### src/rtl/fp_mult_pkg.sv
// fp_mult_pkg: sequencing states and IEEE-754 double field constants shared by the fp_mult arbiter
package fp_mult_pkg;
    typedef enum logic [2:0] {IDLE, CLR, FEED, WAIT, COLLECT, RESP} state_t;
    localparam int OPERAND_BYTES = 8;
    localparam int FEED_BYTES = 16;
    localparam int RESULT_BYTES = 8;
    localparam int EXP_W = 11;
    localparam int FRAC_W = 52;
    localparam logic [EXP_W-1:0] EXP_ALL1 = 11'h7FF;
    localparam int DBL_W = 1 + EXP_W + FRAC_W;
endpackage

### src/rtl/rr_arbiter.sv
// rr_arbiter: one-hot round-robin grant searching upward from a rotating pointer
module rr_arbiter #(
    parameter int NUM_REQ = 4,
    parameter int ID_W = 2
) (
    input  logic               CLK,
    input  logic               RESET,
    input  logic [NUM_REQ-1:0] req,
    input  logic               update,
    output logic [NUM_REQ-1:0] grant,
    output logic [ID_W-1:0]    idx
);
    logic [ID_W-1:0] ptr;

    function automatic logic [ID_W-1:0] slot(input int i);
        return ID_W'((int'(ptr) + i) % NUM_REQ);
    endfunction

    // Scanning from the farthest slot down lets the nearest requester overwrite the others.
    always_comb begin
        grant = '0;
        idx = '0;
        for (int i = NUM_REQ - 1; i >= 0; i--) begin
            if (req[slot(i)]) begin
                grant = NUM_REQ'(1) << slot(i);
                idx = slot(i);
            end
        end
    end

    always_ff @(posedge CLK) begin
        if (RESET)
            ptr <= '0;
        else if (update)
            ptr <= (int'(idx) == NUM_REQ - 1) ? '0 : idx + 1'b1;
    end
endmodule

### src/rtl/fp_mult_arbiter.sv
// fp_mult_arbiter: round-robin front end that shares one byte-serial double multiplier between requesters
module fp_mult_arbiter
    import fp_mult_pkg::*;
#(
    parameter int NUM_REQ = 4,
    parameter int ID_W = 2,
    parameter int TIMEOUT = 32
) (
    input  logic                     CLK,
    input  logic                     RESET,
    input  logic [NUM_REQ-1:0]       req_valid,
    input  logic [DBL_W*NUM_REQ-1:0] req_a,
    input  logic [DBL_W*NUM_REQ-1:0] req_b,
    output logic [NUM_REQ-1:0]       req_ready,
    output logic                     rsp_valid,
    input  logic                     rsp_ready,
    output logic [ID_W-1:0]          rsp_id,
    output logic [DBL_W-1:0]         rsp_data,
    output logic                     rsp_err,
    output logic                     MUL_RESET,
    output logic                     MUL_ENABLE,
    output logic [7:0]               MUL_DATA_IN,
    input  logic [7:0]               MUL_DATA_OUT,
    input  logic                     MUL_READY
);
    localparam int WAIT_W = $clog2(TIMEOUT + 1);

    state_t                        state, state_n;
    logic [NUM_REQ-1:0]            grant;
    logic [ID_W-1:0]               gidx;
    logic [DBL_W-1:0]              a_arr [NUM_REQ];
    logic [DBL_W-1:0]              b_arr [NUM_REQ];
    logic [2*8*OPERAND_BYTES-1:0]  ops;
    logic [3:0]                    cnt;
    logic [WAIT_W-1:0]             wcnt;
    logic                          take, feed_done, got_all, timed_out;

    for (genvar g = 0; g < NUM_REQ; g++) begin : g_split
        assign a_arr[g] = req_a[g*DBL_W +: DBL_W];
        assign b_arr[g] = req_b[g*DBL_W +: DBL_W];
    end

    rr_arbiter #(.NUM_REQ(NUM_REQ), .ID_W(ID_W)) u_rr (
        .CLK(CLK),
        .RESET(RESET),
        .req(req_valid),
        .update(take),
        .grant(grant),
        .idx(gidx)
    );

    assign take = state == IDLE && |req_valid && !RESET;
    assign req_ready = take ? grant : '0;
    assign rsp_valid = state == RESP;
    assign MUL_RESET = RESET || state == CLR;
    assign MUL_ENABLE = state == FEED;
    assign MUL_DATA_IN = MUL_ENABLE ? ops[2*8*OPERAND_BYTES-1 -: 8] : 8'h00;
    assign feed_done = cnt == 4'(FEED_BYTES - 1);
    assign got_all = cnt == 4'(RESULT_BYTES - 1);
    assign timed_out = wcnt == WAIT_W'(TIMEOUT - 1);

    always_comb begin
        state_n = state;
        case (state)
            IDLE:    state_n = take ? CLR : IDLE;
            CLR:     state_n = FEED;
            FEED:    state_n = feed_done ? WAIT : FEED;
            WAIT:    state_n = MUL_READY ? COLLECT : timed_out ? RESP : WAIT;
            COLLECT: state_n = (!MUL_READY || got_all) ? RESP : COLLECT;
            RESP:    state_n = rsp_ready ? IDLE : RESP;
            default: state_n = IDLE;
        endcase
    end

    always_ff @(posedge CLK) state <= RESET ? IDLE : state_n;

    // rsp_data doubles as the collect shift register; a short or missing result zeroes it.
    always_ff @(posedge CLK) begin
        if (RESET) begin
            ops <= '0;
            cnt <= '0;
            wcnt <= '0;
            rsp_id <= '0;
            rsp_data <= '0;
            rsp_err <= 1'b0;
        end else begin
            case (state)
                IDLE: if (take) begin
                    ops <= {a_arr[gidx], b_arr[gidx]};
                    rsp_id <= gidx;
                end
                CLR: cnt <= '0;
                FEED: begin
                    ops <= ops << 8;
                    cnt <= cnt + 4'd1;
                    wcnt <= '0;
                end
                WAIT: if (MUL_READY) begin
                    rsp_data <= {rsp_data[DBL_W-9:0], MUL_DATA_OUT};
                    cnt <= 4'd1;
                end else begin
                    wcnt <= wcnt + 1'b1;
                    if (timed_out) begin
                        rsp_data <= '0;
                        rsp_err <= 1'b1;
                    end
                end
                COLLECT: if (MUL_READY) begin
                    rsp_data <= {rsp_data[DBL_W-9:0], MUL_DATA_OUT};
                    cnt <= cnt + 4'd1;
                    rsp_err <= 1'b0;
                end else begin
                    rsp_data <= '0;
                    rsp_err <= 1'b1;
                end
                default: begin
                end
            endcase
        end
    end
endmodule

### config.mk
export PLATFORM = sky130hd
export DESIGN_NAME = fp_mult_arbiter
export DESIGN_NICKNAME = d
export VERILOG_FILES = /design/src/rtl/fp_mult_pkg.sv /design/src/rtl/rr_arbiter.sv /design/src/rtl/fp_mult_arbiter.sv
export SDC_FILE = /design/constraint.sdc
export NUM_CORES = 1
export LEC_CHECK = 0
export CORE_AREA = 2 2 234 236
export CTS_CLUSTER_DIAMETER = 50
export CTS_CLUSTER_SIZE = 30
export DETAILED_ROUTE_END_ITERATION = 6
export DIE_AREA = 0 0 236 238
export PLACE_DENSITY = 0.61
export SLEW_MARGIN = 25
export SYNTH_ARGS = -nofsm -noshare
export SYNTH_HDL_FRONTEND = slang
export SYNTH_SLANG_ARGS = --single-unit
### constraint.sdc
create_clock -name CLK -period 2.6 [get_ports CLK]
set_input_delay 0.26 -clock CLK [delete_from_list [all_inputs] [get_ports CLK]]
set_output_delay 0.26 -clock CLK [all_outputs]
set_load 0.01 [all_outputs]
==> impl_metrics.toml <==
[global_route]
grt_pass1_vias = 14600
grtUsageMet2_pct = 37.1
grt_pass1_wl_mm = 89.0
track_usage_pct = 20.7
grt_max_degree = 171
met3_usage_pct = 3.76
grt.busiest_layer = "met2"
grt_remaining_overflow = 0
antenna_found_initial = 8
grt_use_met1_pct = 24.4

[clocking]
clock_sinks = 210
cts_buffer_depth = 3
cts_tree = "built"
cts_root_buf = "clkbuf_16"
hold_buffers = 0
htreeDepth = 1
cts.reportedPaths.clkPinSlew_ns = 0.07
clkLatencyLatePin_ns = 0.57
cts_buffers = 29

[yosys]
yosysMostFrequentCell = "dfxtp_1"
synth_top_area_cell = "dfxtp_1"
avgSynthCellArea_sq_um = 8.54
yosysTopAreaCellShare_pct = 33.5
synth_edf_count = 0
netlist_instances = 1470
syn_nets = 2008
ys.flop_type = "dfxtp_1"
syn-cell-area_sq_um = 12600
yosysUniqueCellTypes = 59
synth_area_leaders = "dfxtp_1 33%, mux2i_1 16%, a22oi_1 5.4%, nand3_1 5.0%, o22a_1 4.5%"
async_flop_share_pct = 0
synth_warnings = 0
ys_ff_latch = 210
ys_seq_area_share_pct = 33.5
ys_top_cells_by_count = "210 x dfxtp_1, 207 x mux2i_1, 125 x nand3_1"

[sta]
hold_viol = 0
fmax_ghz = 0.370
period_minus_slack_ns = 2.70
grt_setup_unrepaired = "yes"
setup_violations = 78
clock_skew_ns = 0.0199
post-route-period-util_pct = 104
worst_pin_slew_ns = 0.868
slew_headroom_pct = 42.1
fin_hold_ws_ns = 0.122
worst_slack_ns = -0.103
drv_slew = 0

[die]
die_y_um = 238
initial_core_util_pct = 23.5
ioPinCount = 610
die_area_sq_um = 56200
core-area_sq_um = 53500
fp-row-count = 85
die_x_um = 236

[route]
first_pass_iters = 7
routed_wl_mm = 67.2
vias_per_cell = 5.17
drc_errors = 0
vias = 14800
postRouteAntennaNets = 0
drt-initial-drc-count = 999
wl_per_cell_um = 23.5

[critical_path]
path_max_fanout = 8
worstSetupPathType = "reg2reg"
setup.worst_path.end_class = "flop"
worstPathRequired_ns = 3.02
arrival_ns = 3.12
worstSetupStartpointType = "flop"

[pwr]
peakVddDrop_uv = 465
p_leak_nw = 8.43
power_density_nw_per_um2 = 881

[layout]
drive_gt1_share_pct = 16.4
fillers = 5159
stdcell_area_sq_um = 22800
regArea_sq_um = 4210
area_delta_synth_final_pct = 81.3
nets = 2669
multiInputGateArea_sq_um = 8220

[placement]
placed_area_sq_um = 20000
gp_congestion = 0.880
hpwl_mm = 47.1
io_buffers = 609
place_ws_ns = -0.369

[job]
cap_violations = 0

[outcome]
failed_checks = "setup timing"
outcome = "finished with violations"

[min_path]
hp-class = "in2reg"
## worst paths after layout
path,startpoint,to,slack (ns),cells after the start
setup / recovery,u_rr.ptr[1],ops[7],-0.10,12
hold / removal,MUL_READY,rsp_data[52],0.12,3
setup reg to reg,u_rr.ptr[1],ops[7],-0.10,12
hold reg to reg,rsp_data[60],rsp_data[60],0.46,2
## critical path, cell delays in order (launching register included)
cell	delay [ns]
dfxtp_2	0.34
inv_2	0.05
ha_4	0.27
buf_6	0.11
mux4_2	0.36
a211o_1	0.34
nand3_4	0.13
buf_6	0.12
buf_12	0.15
buf_16	0.16
mux2i_1	0.23
o221a_1	0.21
nor2_1	0.04
## through the flow
| step | utilization (%) | setup TNS (ns) | total power, W | cells |
|---|---|---|---|---|
| 2_1_floorplan | - | 0 | 0.00960 | 1470 |
| 3_3_place_gp | 37.4 | -15.13 | 0.0133 | 2732 |
| 3_5_place_dp | 37.4 | -22.54 | 0.0135 | 2732 |
| 4_1_cts | 39.5 | -0.143 | 0.0177 | 2789 |
| 5_1_grt | 42.6 | -11.01 | 0.0209 | 2856 |
| 6_report | 42.6 | -2.87 | 0.0201 | 2857 |
## where the power goes
part	internal [W]	leakage [nW]	switching (W)	total [W]
clock network	0.00215	0.464	0.00181	0.00396
registers	0.00418	1.73	0.000854	0.00503
logic	0.00592	6.24	0.00514	0.0111
## cell usage in the layout, fill, tap and decap left out, types with 4 or more instances in the layout
| cell type | synthesis | final |
|---|---|---|
| a21o_1 | 61 | 61 |
| a21oi_1 | 68 | 68 |
| a22o_1 | 34 | 34 |
| a22oi_1 | 91 | 91 |
| and3_1 | 11 | 11 |
| buf_12 | 0 | 37 |
| buf_16 | 0 | 4 |
| buf_2 | 15 | 5 |
| buf_4 | 9 | 77 |
| buf_6 | 10 | 31 |
| buf_8 | 0 | 11 |
| clkbuf_16 | 0 | 47 |
| clkdlybuf4s50_1 | 0 | 603 |
| clkinv_8 | 0 | 5 |
| dfxtp_1 | 210 | 207 |
| diode_2 | 0 | 8 |
| ha_1 | 10 | 9 |
| inv_1 | 6 | 4 |
| inv_6 | 0 | 6 |
| mux2i_1 | 207 | 149 |
| mux2i_2 | 0 | 27 |
| mux2i_4 | 0 | 31 |
| nand2_1 | 122 | 121 |
| nand3_1 | 125 | 124 |
| nor2_1 | 18 | 17 |
| nor3_1 | 5 | 5 |
| o211ai_1 | 62 | 62 |
| o21ai_0 | 88 | 62 |
| o21ai_1 | 44 | 65 |
| o21ai_2 | 1 | 4 |
| o22a_1 | 64 | 64 |
| o22ai_1 | 4 | 4 |
| or2_2 | 26 | 26 |
| xor2_1 | 5 | 4 |
## cell families after synthesis
logic type      synth area share (%)
xor+xnor                       0.488
buf+inv                         5.93
mux                             16.9
flops                           33.5
compound gates                  29.8
simple gates                    12.4
fa+ha+maj                      0.996
## state kept, by name, summed over array words and instances (netlist names)
| signal | cells |
|---|---|
| ops | 128 |
| rsp_data | 64 |
| wcnt | 6 |
| cnt | 4 |
| state | 3 |
| rsp_id | 2 |
| u_rr.ptr | 2 |
| rsp_err | 1 |
## cell type report
cell class / instances / area share, %
timing repair buffer: 786 / 37.1
tap: 696 / 3.82
clock inverter: 23 / 1.04
antenna: 8 / 0.0879
sequential: 210 / 18.5
multi-input combinational: 1097 / 36.1
inverter: 7 / 0.115
clock buffer: 30 / 3.20
## repair_timing
action | in CTS | in global routing
hold endpoints to repair | 0 | 0
setup buffers | 5 | 37
gates resized for setup | 54 | 163
cloned | 0 | 25
setup endpoints to repair | 61 | 104
pin swaps | 10 | 55
## per-layer routing
layer  up-vias  part of all wire (%)  wire, um
met5         -                     0         0
met4         0                   3.7      2510
met3       119                   6.7      4470
met2       650                    49     33000
met1      7127                    40     27200
li1       6861                     -         -
(Power assumes the default switching activity.)
